File: src/rtl/data_mem_responder.sv
// 256 x 8-bit data memory with a fixed multi-cycle access latency.
// Serves one CPU load or store at a time and stalls the CPU with BUSYWAIT until the access completes.
module data_mem_responder #(
    parameter int LATENCY = 5,
    parameter int DEPTH   = 256
) (
    input  logic       CLK,
    input  logic       RESET,
    input  logic       READ,
    input  logic       WRITE,
    input  logic [7:0] ADDRESS,
    input  logic [7:0] WRITEDATA,
    output logic [7:0] READDATA,
    output logic       BUSYWAIT,
    output logic       ERR
);

    typedef enum logic [1:0] {IDLE, BUSY, DONE} state_t;

    localparam logic [3:0] COUNT_INIT = 4'(LATENCY - 1);

    state_t     state;
    logic [3:0] count;
    logic       is_write_q;
    logic [7:0] addr_q;
    logic [7:0] wdata_q;
    logic [7:0] mem [DEPTH];

    logic req_one;
    logic req_both;
    logic access_now;

    assign req_one    = READ ^ WRITE;
    assign req_both   = READ & WRITE;
    assign access_now = (state == BUSY) && (count == 4'd0);

    // The stall must rise in the request cycle itself, so it is decoded from the live inputs.
    assign BUSYWAIT = RESET & (((state == IDLE) & req_one) | (state == BUSY));

    always_ff @(posedge CLK or negedge RESET) begin
        if (!RESET) begin
            state      <= IDLE;
            count      <= 4'd0;
            is_write_q <= 1'b0;
            addr_q     <= 8'h00;
            wdata_q    <= 8'h00;
            READDATA   <= 8'h00;
            ERR        <= 1'b0;
        end else begin
            // NOTE: non-blocking assignments keep every register reading pre-edge values.
            ERR <= 1'b0;
            unique case (state)
                IDLE: begin
                    if (req_one) begin
                        state      <= BUSY;
                        count      <= COUNT_INIT;
                        is_write_q <= WRITE;
                        addr_q     <= ADDRESS;
                        wdata_q    <= WRITEDATA;
                    end else if (req_both) begin
                        ERR <= 1'b1;
                    end
                end
                BUSY: begin
                    if (count == 4'd0) begin
                        if (!is_write_q) begin
                            READDATA <= mem[addr_q];
                        end
                        state <= DONE;
                    end else begin
                        count <= count - 4'd1;
                    end
                end
                DONE: begin
                    state <= IDLE;
                end
                default: begin
                    state <= IDLE;
                end
            endcase
        end
    end

    // NOTE: contents must read as zero after reset, so the array is built from resettable
    // flops rather than a RAM macro, which cannot be cleared asynchronously.
    always_ff @(posedge CLK or negedge RESET) begin
        if (!RESET) begin
            for (int i = 0; i < DEPTH; i++) begin
                mem[i] <= 8'h00;
            end
        end else if (access_now && is_write_q) begin
            mem[addr_q] <= wdata_q;
        end
    end

endmodule

File: config.mk
export PLATFORM = sky130hd
export DESIGN_NAME = data_mem_responder
export DESIGN_NICKNAME = d
export VERILOG_FILES = /design/src/rtl/data_mem_responder.sv
export SDC_FILE = /design/constraint.sdc
export NUM_CORES = 2
export LEC_CHECK = 0
export BUFFER_PORTS_ARGS = -buffer_cell sky130_fd_sc_hd__buf_2
export CORE_ASPECT_RATIO = 1.1
export CORE_UTILIZATION = 48
export DETAILED_ROUTE_END_ITERATION = 10
export GPL_TIMING_DRIVEN = 1
export PLACE_DENSITY = 0.63
export SETUP_SLACK_MARGIN = 0.15
export SYNTH_ARGS = -nofsm -noshare
export SYNTH_HDL_FRONTEND = slang
export SYNTH_SLANG_ARGS = --single-unit
File: constraint.sdc
create_clock -name CLK -period 3.15 [get_ports CLK]
set_clock_uncertainty 0.2 [all_clocks]
set_input_delay 0.63 -clock CLK [delete_from_list [all_inputs] [get_ports CLK]]
set_output_delay 0.63 -clock CLK [all_outputs]
set_load 0.1 [all_outputs]
* Yosys cells after proc, flatten, opt, wreduce, memory -nomap -nowiden
Cells that the tools add are included.
Widths: inputs -> output; s select.
** Storage, ports and cells
- Register bits :: 2080
- Output and inout bits :: 10
- Word-level logic and storage cells :: 302
** Cells by class
- Add/subtract/negate cells :: 1
- $lt $le $gt $ge :: 2
- Equality and inequality tests :: 4
- Mux-type cells :: 15
- Bitwise gates (word level) :: 7
- Reduce and logical (&&, ||, !) cells :: 10
** Operator list (count)
- $bwmux 2048 :: 1
- $bmux 8 s8 :: 1
- $demux 8 s8 :: 1
- $mux 8 :: 3
- $ge 9x9->1 const B :: 1
- $lt 9x1->1 const B :: 1
- $not 8->9 :: 1
- $mux 4 :: 2
- $pmux 4 s2 :: 1
- $reduce_and 3->1 :: 2
- $logic_not 4->1 :: 1
- $mux 2 :: 2
- $ne 2x2->1 const B :: 2
- $pmux 2 s2 :: 1
- $reduce_and 2->1 :: 2
- $sub 4x1->4 const B :: 1
- $and 1x1->1 :: 3
- $logic_and 1x1->1 :: 3
- $mux 1 :: 3
- $eq 2x1->1 const B :: 1
- $logic_not 2->1 :: 1
- $ne 2x1->1 const B :: 1
- $reduce_bool 2->1 :: 1
- $not 1->1 :: 1
- 2 further kinds :: 2

* Depth between registers and ports, before layout
- Word-level depth :: 6
- Gate-level depth with buffers :: 13
- Gate-level depth less buffers :: 9

* Least setup slack after synthesis
No wires, ideal clock.
- Path kind :: input to output
- Start :: input port READ
- End :: output port BUSYWAIT
- Data arrival time :: 3.155 ns
- Required time :: 2.320 ns
- Slack :: -0.835 ns
- Stages on the path :: 3
- Buffers on the path :: 0
- Cells stage by stage :: ha_1 > nor2_1 > nor3b_1
** On the way
- Longest elaborated chain between the ends :: 4
** Ends and longest elaborated chain
- start: declaration :: RTL line 9 : input logic READ,
- $xor 1x1->1 :: RTL line 33 : assign req_one = READ ^ WRITE;
- $and 1x1->1 :: RTL line 38 : assign BUSYWAIT = RESET & (((state == IDLE) & req_one) | (state == BUSY));
- $or 1x1->1 :: RTL line 38
- $and 1x1->1 :: RTL line 38
- end: declaration :: RTL line 14 : output logic BUSYWAIT,
Every way passes these cells.

* Worst setup path after layout
- Start :: register addr_q[0]
- End :: register READDATA[0]
** On the way
- Longest elaborated chain between the ends :: 4
** Ends and longest elaborated chain
- start: declaration :: RTL line 25 : logic [7:0] addr_q;
- start signal: assignment :: RTL line 45 : addr_q <= 8'h00;
- start signal: assignment :: RTL line 58 : addr_q <= ADDRESS;
- $not 8->9 (implied by the code) :: RTL line 67 : READDATA <= mem[addr_q];
- $bmux 8 s8 :: RTL line 67
- $mux 8 (implied by the code) (2 in a row) :: RTL line 67
- end signal: assignment :: RTL line 67
- end: declaration :: RTL line 13 : output logic [7:0] READDATA,
Every way passes these cells. The select of a mux whose other input is x is not followed.
A chain may end at the register's enable or synchronous reset.

==> Implementation_results.wiki <==
{| class="wikitable"
! Metric !! Value
|-
| Result of the run || finished with violations
|-
| Violations in the final reports || setup timing
|-
| Cell area after synthesis || 95400 um^2
|-
| Clock edge transition at the registers on the reported setup and hold paths || 0.06 ns
|-
| Number of H-tree branching levels || 4
|-
| Number of detailed-routing iterations run before antenna repair || 6
|-
| Critical Path Source Type || flop
|-
| Count of max-cap constraint violations || 0
|-
| Starting Density || 0.483
|-
| Achievable clock frequency || 311 MHz
|-
| CTS tree || done
|-
| # nets final || 6959
|-
| Hold Vio Cnt, Final || 0
|-
| Worst skew pair latency || 0.89 ns
|-
| Cell type contributing the most total cell area after synthesis || sky130_fd_sc_hd__dfrtp_1
|-
| Cell at the root of the clock tree || sky130_fd_sc_hd__clkbuf_16
|-
| Largest cells by area after synthesis || sky130_fd_sc_hd__dfrtp_1 (55%), sky130_fd_sc_hd__mux2_2 (24%), sky130_fd_sc_hd__mux4_2 (11%)
|-
| Synth Warn # || 0
|-
| Worst IR drop on VDD || 0.477 mV
|-
| Crit path capture type || flop
|-
| Die W || 427 um
|-
| Initial antenna violation count || 3
|-
| GRT met1 Usage || 0.416
|-
| Layer with the highest usage after global routing || met2
|-
| Total power || 84300 uW
|-
| Die Area || 201000 um^2
|-
| Area share of the largest cell type after synthesis || 0.545
|-
| Share of final-layout standard cells stronger than drive strength 1 || 0.599
|-
| Worst-case clock buffer depth || 3
|-
| Grt met2 use || 0.463
|-
| Crit path arrival time || 3.78 ns
|-
| Placement Rows || 171
|-
| Remaining Overflow, GRT || 0
|-
| DRC violation count after routing || 0
|-
| Critical path class || reg -> reg
|-
| Pin count of the biggest net entering global routing || 142
|-
| Worst endpoint required time || 3.71 ns
|-
| Global-route wire length before repair || 442 mm
|-
| Number of slew-limit violations in the final report || 0
|-
| Cell area after placement || 106000 um^2
|-
| DP Worst Slack || -0.627 ns
|-
| EDFF count, synth || 0
|-
| Most common library cell in the layout ignoring fill and taps || sky130_fd_sc_hd__dfrtp_1
|-
| Final Setup Violations || 12
|-
| Die span in y || 470 um
|-
| Routed wire length || 307 mm
|-
| Detailed Route Iter0 Violations || 5236
|-
| Count of buffers from port buffering || 29
|-
| I/O pin count || 30
|-
| Number of routed nets with antenna violations || 0
|-
| Relative slew margins || 0.306
|-
| Syn_area_per_cell || 15.5 um^2
|-
| Vias per cell || 6.20
|-
| Share of the yosys chip area belonging to registers || 0.545
|-
| Library cells used by synthesis || 67
|-
| Number of register bits inferred by synthesis || 2080
|-
| Cells after Synth || 6174
|-
| Total clock buffers created by CTS || 214
|-
| Synth Net Count || 6196
|-
| Total routing resource utilization after global routing || 0.301
|-
| Number of global-route vias before repair || 61900
|-
| Via total after detailed routing || 60200
|-
| Worst-Margin Slew || 1.04 ns
|-
| Sinks on the clock net || 2080
|-
| Mean routed wirelength per cell || 31.6 um
|-
| Final worst slack || -0.0680 ns
|-
| Area of the core || 197000 um^2
|-
| RSZ-0062 raised after global routing || true
|-
| Layout Area Growth over Synthesis || 26.9%
|-
| Pleak || 0.0574 uW
|-
| Post-synth top flop || sky130_fd_sc_hd__dfrtp_1
|-
| Fin crit share || 1.02
|-
| Synth async-reset ratio || 1.00
|-
| Largest driver fanout on the critical path || 9
|-
| Most frequent cells in the layout || sky130_fd_sc_hd__dfrtp_1 (2065), sky130_fd_sc_hd__mux2_2 (1277), sky130_fd_sc_hd__mux2_4 (784)
|-
| Final HPWL from detailed placement || 206 mm
|-
| Kind of path behind the tightest hold check || in -> reg
|-
| Pwr dens || 696 nW/um^2
|-
| Routability cong. || 0.968
|-
| GR Layer Usage met3 || 0.0555
|-
| Final critical delay including setup and external delays || 3.22 ns
|-
| Cell area after layout || 121000 um^2
|}
==> where the power goes <==
part	total, uW	switching (uW)	internal (uW)
clock network	26700	11100	15600
registers	28600	1410	27200
logic	29000	18100	10900
total	84300	30600	53700
==> through the flow <==
step	TNS (ns)	utilization	cells	hold WS [ns]
after global routing	-2.25	0.613	9712	0.0542
after CTS	-0.0970	0.586	9649	0.0518
final	-0.337	0.613	9714	0.114
after global placement	-2.81	0.539	9171	0.281
after detailed placement	-3.65	0.539	9171	0.286
after floorplan	0	-	6174	0.134
==> layer usage <==
| layer | share of wire | routed length, um | vias up |
|---|---|---|---|
| met5 | 0 | 0 | - |
| met4 | 0.055 | 16900 | 0 |
| met3 | 0.066 | 20400 | 681 |
| met2 | 0.46 | 142000 | 2052 |
| met1 | 0.42 | 128000 | 32800 |
| li1 | - | - | 24600 |
==> what timing repair did <==
item	4_1_cts	5_1_grt
setup buffers	60	54
endpoints found under the hold margin	537	0
pin swaps	34	155
endpoints found under the setup margin	1139	1131
resized for setup	228	1098
hold buffers	18	0
gates cloned	4	9
==> cell type report <==
cell class	count	area, um^2
sequential	2080	52100
antenna	2	5.00
tap	2595	3250
timing repair buffer	1001	12400
clock buffer	325	6480
clock inverter	71	960
multi-input combinational	3632	45900
fill	14600	76400
inverter	8	40.0
==> synth_stat cells, drive strengths merged (2+ instances only) <==
master and number:
o311ai 5, a22oi 39, a21oi 26, nor3 23, nor4 11, o22ai 57, nand2 293, and3 8
a41oi 6, a22o 7, dfrtp 2080, a2111oi 8, mux2i 115, nand4 14, mux2 2061, a311oi 2
buf 160, o22a 8, a221oi 14, nor4bb 2, a32oi 14, inv 8, o41ai 4, o211ai 5
o2111ai 3, clkbuf 294, o221ai 15, nand3 52, nand2b 9, nor2 216, nand3b 4, o21ai 37
a31oi 15, a211oi 24, and2 7, or3 2, nor2b 24, ha 2, or3b 5, mux4 479
a21boi 3
==> worst max-delay path, cell delays in order (launching register included) <==
cell	delay, ns
sky130_fd_sc_hd__dfrtp_4	0.46
sky130_fd_sc_hd__buf_4	0.13
sky130_fd_sc_hd__buf_4	0.16
sky130_fd_sc_hd__buf_12	0.17
sky130_fd_sc_hd__mux4_2	0.51
sky130_fd_sc_hd__o2111ai_1	0.20
sky130_fd_sc_hd__a21boi_0	0.14
sky130_fd_sc_hd__buf_4	0.18
sky130_fd_sc_hd__or4_4	0.55
sky130_fd_sc_hd__o32a_1	0.36
==> final timing paths <==
kind	start	to	slack [ns]	cells past startpoint
max in group asynchronous	RESET	mem[1005]$_DFFE_PN0P_	1.39	5
max	addr_q[0]$_DFFE_PN0P_	READDATA[0]$_DFFE_PN0P_	-0.07	9
min	ADDRESS[3]	addr_q[3]$_DFFE_PN0P_	0.11	3
min reg2reg	mem[1205]$_DFFE_PN0P_	mem[1205]$_DFFE_PN0P_	0.30	1
max reg2reg	addr_q[0]$_DFFE_PN0P_	READDATA[0]$_DFFE_PN0P_	-0.07	9
min in group asynchronous	RESET	mem[860]$_DFFE_PN0P_	0.26	3
==> state kept, by name (all words and copies together), names as in the netlist <==
signal      count
ERR             1
READDATA        8
addr_q          8
count           4
is_write_q      1
mem          2048
state           2
wdata_q         8
==> cells by family after synthesis <==
logic type      Yosys count  share of synthesized area
fa+ha+maj                 2                   0.000262
buf+inv                 462                     0.0222
compound gates          298                     0.0221
xor+xnor                  2                   0.000184
simple gates            675                     0.0417
flops                  2080                      0.545
mux                    2655                      0.368
Note: power is estimated with default switching activity, not from simulation.
